<file path="src/rtl/gcd_job_arbiter_pkg.sv">
// Shared definitions for the GCD job arbiter: default sizes, operand width and FSM encoding.
package gcd_job_arbiter_pkg;

    localparam int unsigned OP_W      = 8;
    localparam int unsigned N_REQ_DEF = 4;
    localparam int unsigned CNT_W_DEF = 16;

    // One-hot arbiter states; anything else is treated as illegal and recovers to IDLE
    typedef enum logic [4:0] {
        ST_IDLE    = 5'b00001,
        ST_LAUNCH  = 5'b00010,
        ST_RUN     = 5'b00100,
        ST_COLLECT = 5'b01000,
        ST_REJECT  = 5'b10000
    } state_e;

endpackage

</file>
<file path="src/rtl/gcd_job_arbiter_rr_picker.sv">
// Combinational round-robin picker: first eligible request at or after rr_ptr, wrapping.
module gcd_job_arbiter_rr_picker
    import gcd_job_arbiter_pkg::*;
#(
    parameter int unsigned N_REQ = N_REQ_DEF,
    parameter int unsigned IDX_W = 2
) (
    input  logic [N_REQ-1:0] req,
    input  logic [IDX_W-1:0] rr_ptr,
    input  logic [N_REQ-1:0] mask,
    output logic             any_c,
    output logic [N_REQ-1:0] win_c,
    output logic [IDX_W-1:0] win_idx_c
);

    logic [N_REQ-1:0] eligible_c;
    int unsigned      cand_c;

    always_comb begin
        eligible_c = req & ~mask;
        any_c      = 1'b0;
        win_c      = '0;
        win_idx_c  = '0;
        cand_c     = 0;
        for (int unsigned i = 0; i < N_REQ; i++) begin
            cand_c = (32'(rr_ptr) + i) % N_REQ;
            if (!any_c && eligible_c[IDX_W'(cand_c)]) begin
                any_c                    = 1'b1;
                win_c[IDX_W'(cand_c)]    = 1'b1;
                win_idx_c                = IDX_W'(cand_c);
            end
        end
    end

endmodule

</file>
<file path="src/rtl/gcd_job_arbiter.sv">
// Shares one external GCD core among N_REQ requesters; zero-operand jobs are rejected locally.
module gcd_job_arbiter
    import gcd_job_arbiter_pkg::*;
#(
    parameter int unsigned N_REQ = N_REQ_DEF,
    parameter int unsigned CNT_W = CNT_W_DEF
) (
    input  logic                  Clk,
    input  logic                  Reset,
    input  logic [N_REQ-1:0]      Req,
    input  logic [OP_W*N_REQ-1:0] Op_A,
    input  logic [OP_W*N_REQ-1:0] Op_B,
    input  logic                  Step_Mode,
    input  logic                  Step,
    output logic [N_REQ-1:0]      Gnt,
    output logic [N_REQ-1:0]      Resp_Valid,
    output logic [OP_W-1:0]       Result,
    output logic                  Err,
    output logic                  Busy,
    output logic [CNT_W-1:0]      Job_Cycles,
    output logic [OP_W-1:0]       core_Ain,
    output logic [OP_W-1:0]       core_Bin,
    output logic                  core_Start,
    output logic                  core_Ack,
    output logic                  core_SCEN,
    input  logic                  core_q_I,
    input  logic                  core_q_Done,
    input  logic [OP_W-1:0]       core_GCD
);

    localparam int unsigned IDX_W = (N_REQ > 1) ? $clog2(N_REQ) : 1;

    state_e             state_q, state_d;
    logic [IDX_W-1:0]   rr_ptr_q, rr_ptr_d;
    logic [IDX_W-1:0]   idx_q, idx_d;
    logic [OP_W-1:0]    op_a_q, op_a_d, op_b_q, op_b_d;
    logic [N_REQ-1:0]   gnt_q, gnt_d, resp_valid_q, resp_valid_d;
    logic [OP_W-1:0]    result_q, result_d;
    logic               err_q, err_d, busy_q, busy_d;
    logic [CNT_W-1:0]   job_cycles_q, job_cycles_d;
    logic               core_start_q, core_start_d, core_ack_q, core_ack_d;

    logic               pick_any_c;
    logic [N_REQ-1:0]   pick_win_c;
    logic [IDX_W-1:0]   pick_idx_c;
    logic [OP_W-1:0]    win_op_a_c, win_op_b_c;
    logic [IDX_W-1:0]   idx_inc_c;

    // A requester just answered may still hold Req for a cycle; keep it out of the pick
    gcd_job_arbiter_rr_picker #(
        .N_REQ (N_REQ),
        .IDX_W (IDX_W)
    ) u_rr_picker (
        .req       (Req),
        .rr_ptr    (rr_ptr_q),
        .mask      (resp_valid_q),
        .any_c     (pick_any_c),
        .win_c     (pick_win_c),
        .win_idx_c (pick_idx_c)
    );

    assign win_op_a_c = Op_A[32'(pick_idx_c)*OP_W +: OP_W];
    assign win_op_b_c = Op_B[32'(pick_idx_c)*OP_W +: OP_W];
    assign idx_inc_c  = (32'(idx_q) == N_REQ - 1) ? '0 : IDX_W'(32'(idx_q) + 1);

    always_comb begin
        state_d      = state_q;
        rr_ptr_d     = rr_ptr_q;
        idx_d        = idx_q;
        op_a_d       = op_a_q;
        op_b_d       = op_b_q;
        gnt_d        = '0;
        resp_valid_d = '0;
        result_d     = result_q;
        err_d        = err_q;
        busy_d       = busy_q;
        job_cycles_d = job_cycles_q;
        case (state_q)
            ST_IDLE: begin
                if (pick_any_c) begin
                    gnt_d   = pick_win_c;
                    idx_d   = pick_idx_c;
                    op_a_d  = win_op_a_c;
                    op_b_d  = win_op_b_c;
                    busy_d  = 1'b1;
                    state_d = (win_op_a_c == '0 || win_op_b_c == '0) ? ST_REJECT : ST_LAUNCH;
                end
            end
            ST_LAUNCH: begin
                if (!core_q_I) begin
                    state_d      = ST_RUN;
                    job_cycles_d = '0;
                end
            end
            ST_RUN: begin
                if (job_cycles_q != '1) job_cycles_d = job_cycles_q + 1'b1;
                if (core_q_Done) begin
                    result_d            = core_GCD;
                    err_d               = 1'b0;
                    resp_valid_d[idx_q] = 1'b1;
                    state_d             = ST_COLLECT;
                end
            end
            ST_COLLECT: begin
                if (core_q_I) begin
                    state_d  = ST_IDLE;
                    rr_ptr_d = idx_inc_c;
                    busy_d   = 1'b0;
                end
            end
            ST_REJECT: begin
                result_d            = '0;
                err_d               = 1'b1;
                resp_valid_d[idx_q] = 1'b1;
                rr_ptr_d            = idx_inc_c;
                busy_d              = 1'b0;
                state_d             = ST_IDLE;
            end
            default: begin
                state_d = ST_IDLE;
                busy_d  = 1'b0;
            end
        endcase
        // Core handshakes are Moore outputs, registered from the next state
        core_start_d = (state_d == ST_LAUNCH);
        core_ack_d   = (state_d == ST_COLLECT);
    end

    always_ff @(posedge Clk or posedge Reset) begin
        if (Reset) begin
            state_q      <= ST_IDLE;
            rr_ptr_q     <= '0;
            idx_q        <= '0;
            op_a_q       <= '0;
            op_b_q       <= '0;
            gnt_q        <= '0;
            resp_valid_q <= '0;
            result_q     <= '0;
            err_q        <= 1'b0;
            busy_q       <= 1'b0;
            job_cycles_q <= '0;
            core_start_q <= 1'b0;
            core_ack_q   <= 1'b0;
        end else begin
            state_q      <= state_d;
            rr_ptr_q     <= rr_ptr_d;
            idx_q        <= idx_d;
            op_a_q       <= op_a_d;
            op_b_q       <= op_b_d;
            gnt_q        <= gnt_d;
            resp_valid_q <= resp_valid_d;
            result_q     <= result_d;
            err_q        <= err_d;
            busy_q       <= busy_d;
            job_cycles_q <= job_cycles_d;
            core_start_q <= core_start_d;
            core_ack_q   <= core_ack_d;
        end
    end

    assign Gnt        = gnt_q;
    assign Resp_Valid = resp_valid_q;
    assign Result     = result_q;
    assign Err        = err_q;
    assign Busy       = busy_q;
    assign Job_Cycles = job_cycles_q;
    assign core_Ain   = op_a_q;
    assign core_Bin   = op_b_q;
    assign core_Start = core_start_q;
    assign core_Ack   = core_ack_q;
    assign core_SCEN  = ~Step_Mode | Step;

endmodule

</file>
<file path="config.mk">
export PLATFORM = sky130hd
export DESIGN_NAME = gcd_job_arbiter
export DESIGN_NICKNAME = d
export VERILOG_FILES = /design/src/rtl/gcd_job_arbiter_pkg.sv /design/src/rtl/gcd_job_arbiter_rr_picker.sv /design/src/rtl/gcd_job_arbiter.sv
export SDC_FILE = /design/constraint.sdc
export NUM_CORES = 1
export LEC_CHECK = 0
export CORE_ASPECT_RATIO = 1.5
export CORE_MARGIN = 8
export CORE_UTILIZATION = 41
export CTS_CLUSTER_SIZE = 14
export DETAILED_ROUTE_END_ITERATION = 12
export HOLD_SLACK_MARGIN = 0.02
export PLACE_DENSITY = 0.82
export SLEW_MARGIN = 20
export SYNTH_ARGS = -nofsm -noshare
export SYNTH_HDL_FRONTEND = slang
export SYNTH_HIERARCHICAL = 1
export SYNTH_SLANG_ARGS = --single-unit
</file>
<file path="constraint.sdc">
create_clock -name Clk -period 3.5 [get_ports Clk]
set_input_delay 0.7 -clock Clk [delete_from_list [all_inputs] [get_ports Clk]]
set_output_delay 0.7 -clock Clk [all_outputs]
set_load 0.01 [all_outputs]
</file>
==> results.txt <==
The type of destination of the critical path is a flip-flop. In this run the horizontal extent of the chip is 94.15 µm. In this run the cell area of the synthesized design comes to 3756 µm². Dividing total power by cell area gives a power density of 750.7 nW/µm². The count of pins over their slew limit was 0; the number of DRC violations after detailed routing was 0.

The post-synthesis sequential area ratio was 40.67%; the time the final worst path needs with I/O delays and setup was 3.398 ns. Cells with a size suffix above 1 make up 20.32% of the layout. The worst hold path belongs to the class flip-flop to flip-flop. Across the whole layout, storage elements account for 1529 µm². The run gives 9185 µm as the HPWL after detailed placement.

Summing the areas of all and, or, nand and nor instances in the mapped netlist gives 17.89% of the synthesized area. Once placement completed, the tool counted placed cells totaling 586. The post-synthesis area per instance is 11.15 µm², and the pre-CTS worst setup slack is -0.5102 ns. The logs give 12700 µm for the aggregate routed wire length and 0 for the number of buffers added to fix hold violations after cts. Max-cap violations in this run came to 0. Kind of cell adding the most delay to the critical path: multiplexers. Highest attainable clock frequency: 0.2943 GHz. The largest total area in the synthesized netlist belongs to sky130_fd_sc_hd__dfrtp_1.

The run gives 43 as the number of placement rows. At the end of routability-driven placement, the weighted congestion stood at 0.8702. Setup repair after global routing left no endpoint under its margin.

At the worst endpoint, the required time is 3.72 ns. The complex-gate fraction of the synthesized area is 14.42%, and the relative slew slack is 52.13%. The root buffer cell chosen for the clock tree is sky130_fd_sc_hd__clkbuf_16. Setup violations remaining at the end of the flow were counted as 0.

The peak supply drop is 0.4698 mV, and the initial cell density of the core is 41.31%. Measured on the finished design, the core utilization comes to 63.55%. Before antenna repair, the detailed router went through 5 iterations.

Dividing the detail-routed wire length by the instance count gives 20.68 µm. The vertical die dimension works out to 133.2 µm. The run gives 9092 µm² as the total core area. STA classifies the critical path startpoint as an input port. The share of the clock period used by the worst path after layout works out to 97.10%. For this block, the initial DRC count from the detailed router was 194. The number of buffers added by the clock tree synthesis step came out at 9. For this run, the leading register cell type out of synthesis is sky130_fd_sc_hd__dfrtp_1. Of all flip-flops after synthesis, the portion carrying an async set or reset was 100.0%.

For this design the top-level I/O count stands at 135. Clock-pin slew reported for the worst setup and hold paths after clock tree synthesis: 0.05 ns. The multi-input combinational cells in the finished layout cover a total of 2117 µm². The area share of the largest cell type after synthesis was 39.97%. At the pin with the least slew margin, the transition time is 0.7080 ns.

Synthesis inferred 61 register bits. The type of the worst setup path was input port to flip-flop. The layout has 705 filler cells. The routed layout has 3531 vias. The number of nets in the synthesized netlist is 431. In this run the number of H-tree levels came out at 3.

For the number of hold violations in the final report, the log shows 0. Using the TritonRoute via totals, the vias-per-cell ratio works out to 5.751. Summed over all cells, the static leakage comes to 2.348 nW.

The tools report the clock share of power as 18.8%. Area of the die: 12540 µm². The run finished with clean final reports. By area the synthesized netlist is led by sky130_fd_sc_hd__dfrtp_1, sky130_fd_sc_hd__mux4_1, sky130_fd_sc_hd__mux4_2. The busiest layer in global routing is met2. The routing usage on met3 came out at 4.167%. In the global route stage, met1 resource usage came out at 20.86%.

The post-synthesis share of cell area spent on xor and xnor gates works out to 0%. Input and output buffers added on the ports amount to 134. The tools report the switching power total as 1.562 mW. Net switching is 36.01% of the power.

Walking the worst path, the cells encountered are clkdlybuf4s15_1 > nor2b_4 > buf_4 > mux4_2 > and4b_1 > o21ai_2 > a41oi_2 > buf_4 > clkbuf_16 > mux4_2 > nor4_4 > a22oi_2 > a32o_1. Yosys instantiated no cell more often than sky130_fd_sc_hd__dfrtp_1. Summed over all layers, the global routing overflow is 0. Setup slack on the critical path of the routed design comes to 0.1015 ns. The first global-routing pass estimated 19510 µm of wire. The tools report the final cell count without fillers as 614. Data on the critical path arrives at its endpoint at 3.61 ns. Clock latency on the worst-skew pair, taken at its later pin, is 0.33 ns. The setup clock skew after layout is 0.005938 ns, and the growth of design area from synthesis to finish is 53.83%.

The largest net degree at the start of global routing is 37. The number of flops mapped to enable cells by yosys is 0, and the biggest cell delay along the critical path is 0.47 ns. The run gives 36.46% as the routing usage on met2.

After synthesis, the largest family of logic cells by area is multiplexers. The tools report the number of antenna violations at the first check in global routing as 0. 0 antenna diodes ended up in the layout. The tools report the number of distinct standard cells referenced by the synthesized netlist as 61. The run gives 591 as the count of nets after finishing. The combinational power share is 56.4%. In the global route stage, overall resource usage came out at 20.14%.

Sequential cells account for 24.9% of the total power. Internal cell power: 2.776 mW. For the total negative slack for setup checks, the log shows 0 ns. In the synthesized netlist, mux cells make up 18.29% of the area. Ranked by instance count, the synthesized netlist is headed by sky130_fd_sc_hd__dfrtp_1, sky130_fd_sc_hd__nand2_1, sky130_fd_sc_hd__a21oi_1, sky130_fd_sc_hd__nor2_1, sky130_fd_sc_hd__mux2_2. The detail route stage leaves a number of antenna-violating nets equal to 0. Cell type of the slowest stage on the worst timing path: sky130_fd_sc_hd__mux4_2.

TritonCTS built the clock tree. Of the total synthesized cell area, the portion taken by full adders, half adders and majority gates is 3.997%. The top fanout value on the critical path works out to 8.

The gate count after technology mapping was 337; the clock sink count was 61. The critical path contains buffers and inverters numbering 4 combined. The via count of the first global-routing pass is 3658, and the maximum count of clock buffers along a single path is 2. For the number of synthesis warnings, the log shows 6.
## final timing paths
check | from | end | slack, ns | cells past startpoint
setup / recovery | Req[0] | core_Start | 0.10 | 13
hold / removal | Result[0] | Result[0] | 0.50 | 1
setup reg to reg | rr_ptr_q[0] | core_Start | 0.12 | 12
hold reg to reg | Result[0] | Result[0] | 0.50 | 1
max in group asynchronous | Reset | state_q[0] | 2.08 | 3
min in group asynchronous | Reset | core_Ain[2] | 0.76 | 2
## cell type report
cell class / instances / area share (%)
clock buffer: 15 / 4.634
clock inverter: 1 / 0.08662
multi-input combinational: 243 / 36.64
timing repair buffer: 168 / 28.84
tap: 112 / 2.425
sequential: 61 / 26.46
inverter: 14 / 0.9095
## cell families after synthesis
| logic type | after synthesis |
|---|---|
| multiplexers | 39 |
| AND/OR/NAND/NOR | 113 |
| buffers and inverters | 33 |
| AO/OA/AOI/OAI | 79 |
| flip-flops | 61 |
| adder cells (fa/ha/maj) | 12 |
## through the flow
stage	instance area (µm²)	hold slack, ns	total power [mW]
5_1_grt	5778	0.5116	4.547
6_report	5778	0.5002	4.338
4_1_cts	5761	0.5046	4.326
3_3_place_gp	5341	0.4856	3.139
2_1_floorplan	3780	0.4826	2.362
3_5_place_dp	5341	0.4855	3.203
## flip-flops by register name, indices dropped and copies added, names as in the netlist, 2 cells and up
signal	cells
Result	8
idx_q	2
state_q	5
Gnt	4
core_Ain	8
Resp_Valid	4
core_Bin	8
Job_Cycles	16
rr_ptr_q	2
## power by group through the flow
stage	Sequential, mW	Clock [mW]	Combinational (mW)
6_report	1.08	0.815	2.44
5_1_grt	1.10	0.857	2.59
4_1_cts	1.07	0.825	2.43
3_3_place_gp	1.07	0	2.07
3_5_place_dp	1.07	0	2.13
2_1_floorplan	1.11	0	1.25
## placed cells by master, fill, tap and decap left out, types with 7 or more instances in the layout
master / count
sky130_fd_sc_hd__mux4_2: 13
sky130_fd_sc_hd__dfrtp_1: 59
sky130_fd_sc_hd__o31ai_1: 8
sky130_fd_sc_hd__nand4_1: 7
sky130_fd_sc_hd__mux2_2: 17
sky130_fd_sc_hd__nand2b_1: 8
sky130_fd_sc_hd__o21ai_0: 13
sky130_fd_sc_hd__nor2_1: 18
sky130_fd_sc_hd__clkbuf_16: 10
sky130_fd_sc_hd__inv_1: 12
sky130_fd_sc_hd__buf_4: 27
sky130_fd_sc_hd__clkdlybuf4s50_1: 130
sky130_fd_sc_hd__or3_1: 8
sky130_fd_sc_hd__nand2_1: 21
sky130_fd_sc_hd__nand3_1: 8
sky130_fd_sc_hd__ha_1: 11
sky130_fd_sc_hd__a21oi_1: 18
sky130_fd_sc_hd__a22o_1: 8
## worst reg2reg max path, cell delays in order, from the launching register on
cell and delay [ns]:
sky130_fd_sc_hd__dfrtp_2 0.36, sky130_fd_sc_hd__inv_1 0.08, sky130_fd_sc_hd__ha_4 0.29, sky130_fd_sc_hd__mux4_2 0.55, sky130_fd_sc_hd__nor2_4 0.12, sky130_fd_sc_hd__o221ai_2 0.11
sky130_fd_sc_hd__o21ai_2 0.23, sky130_fd_sc_hd__buf_12 0.17, sky130_fd_sc_hd__buf_6 0.11, sky130_fd_sc_hd__mux4_2 0.56, sky130_fd_sc_hd__nor4_4 0.31, sky130_fd_sc_hd__a22oi_2 0.17
sky130_fd_sc_hd__a32o_1 0.24
## layer usage
metal | up-vias | part of all wire, %
met5 | - | 0
met4 | 0 | 3.4
met3 | 33 | 5.2
met2 | 127 | 56
met1 | 1763 | 35
li1 | 1608 | -
## timing repair
| action | 4_1_cts | 5_1_grt |
|---|---|---|
| cloned | 2 | 0 |
| setup buffers | 7 | 4 |
| pin swaps | 7 | 7 |
| setup endpoints to repair | 2 | 2 |
| resized for setup | 16 | 10 |
Power figures use the tool's default switching activity.
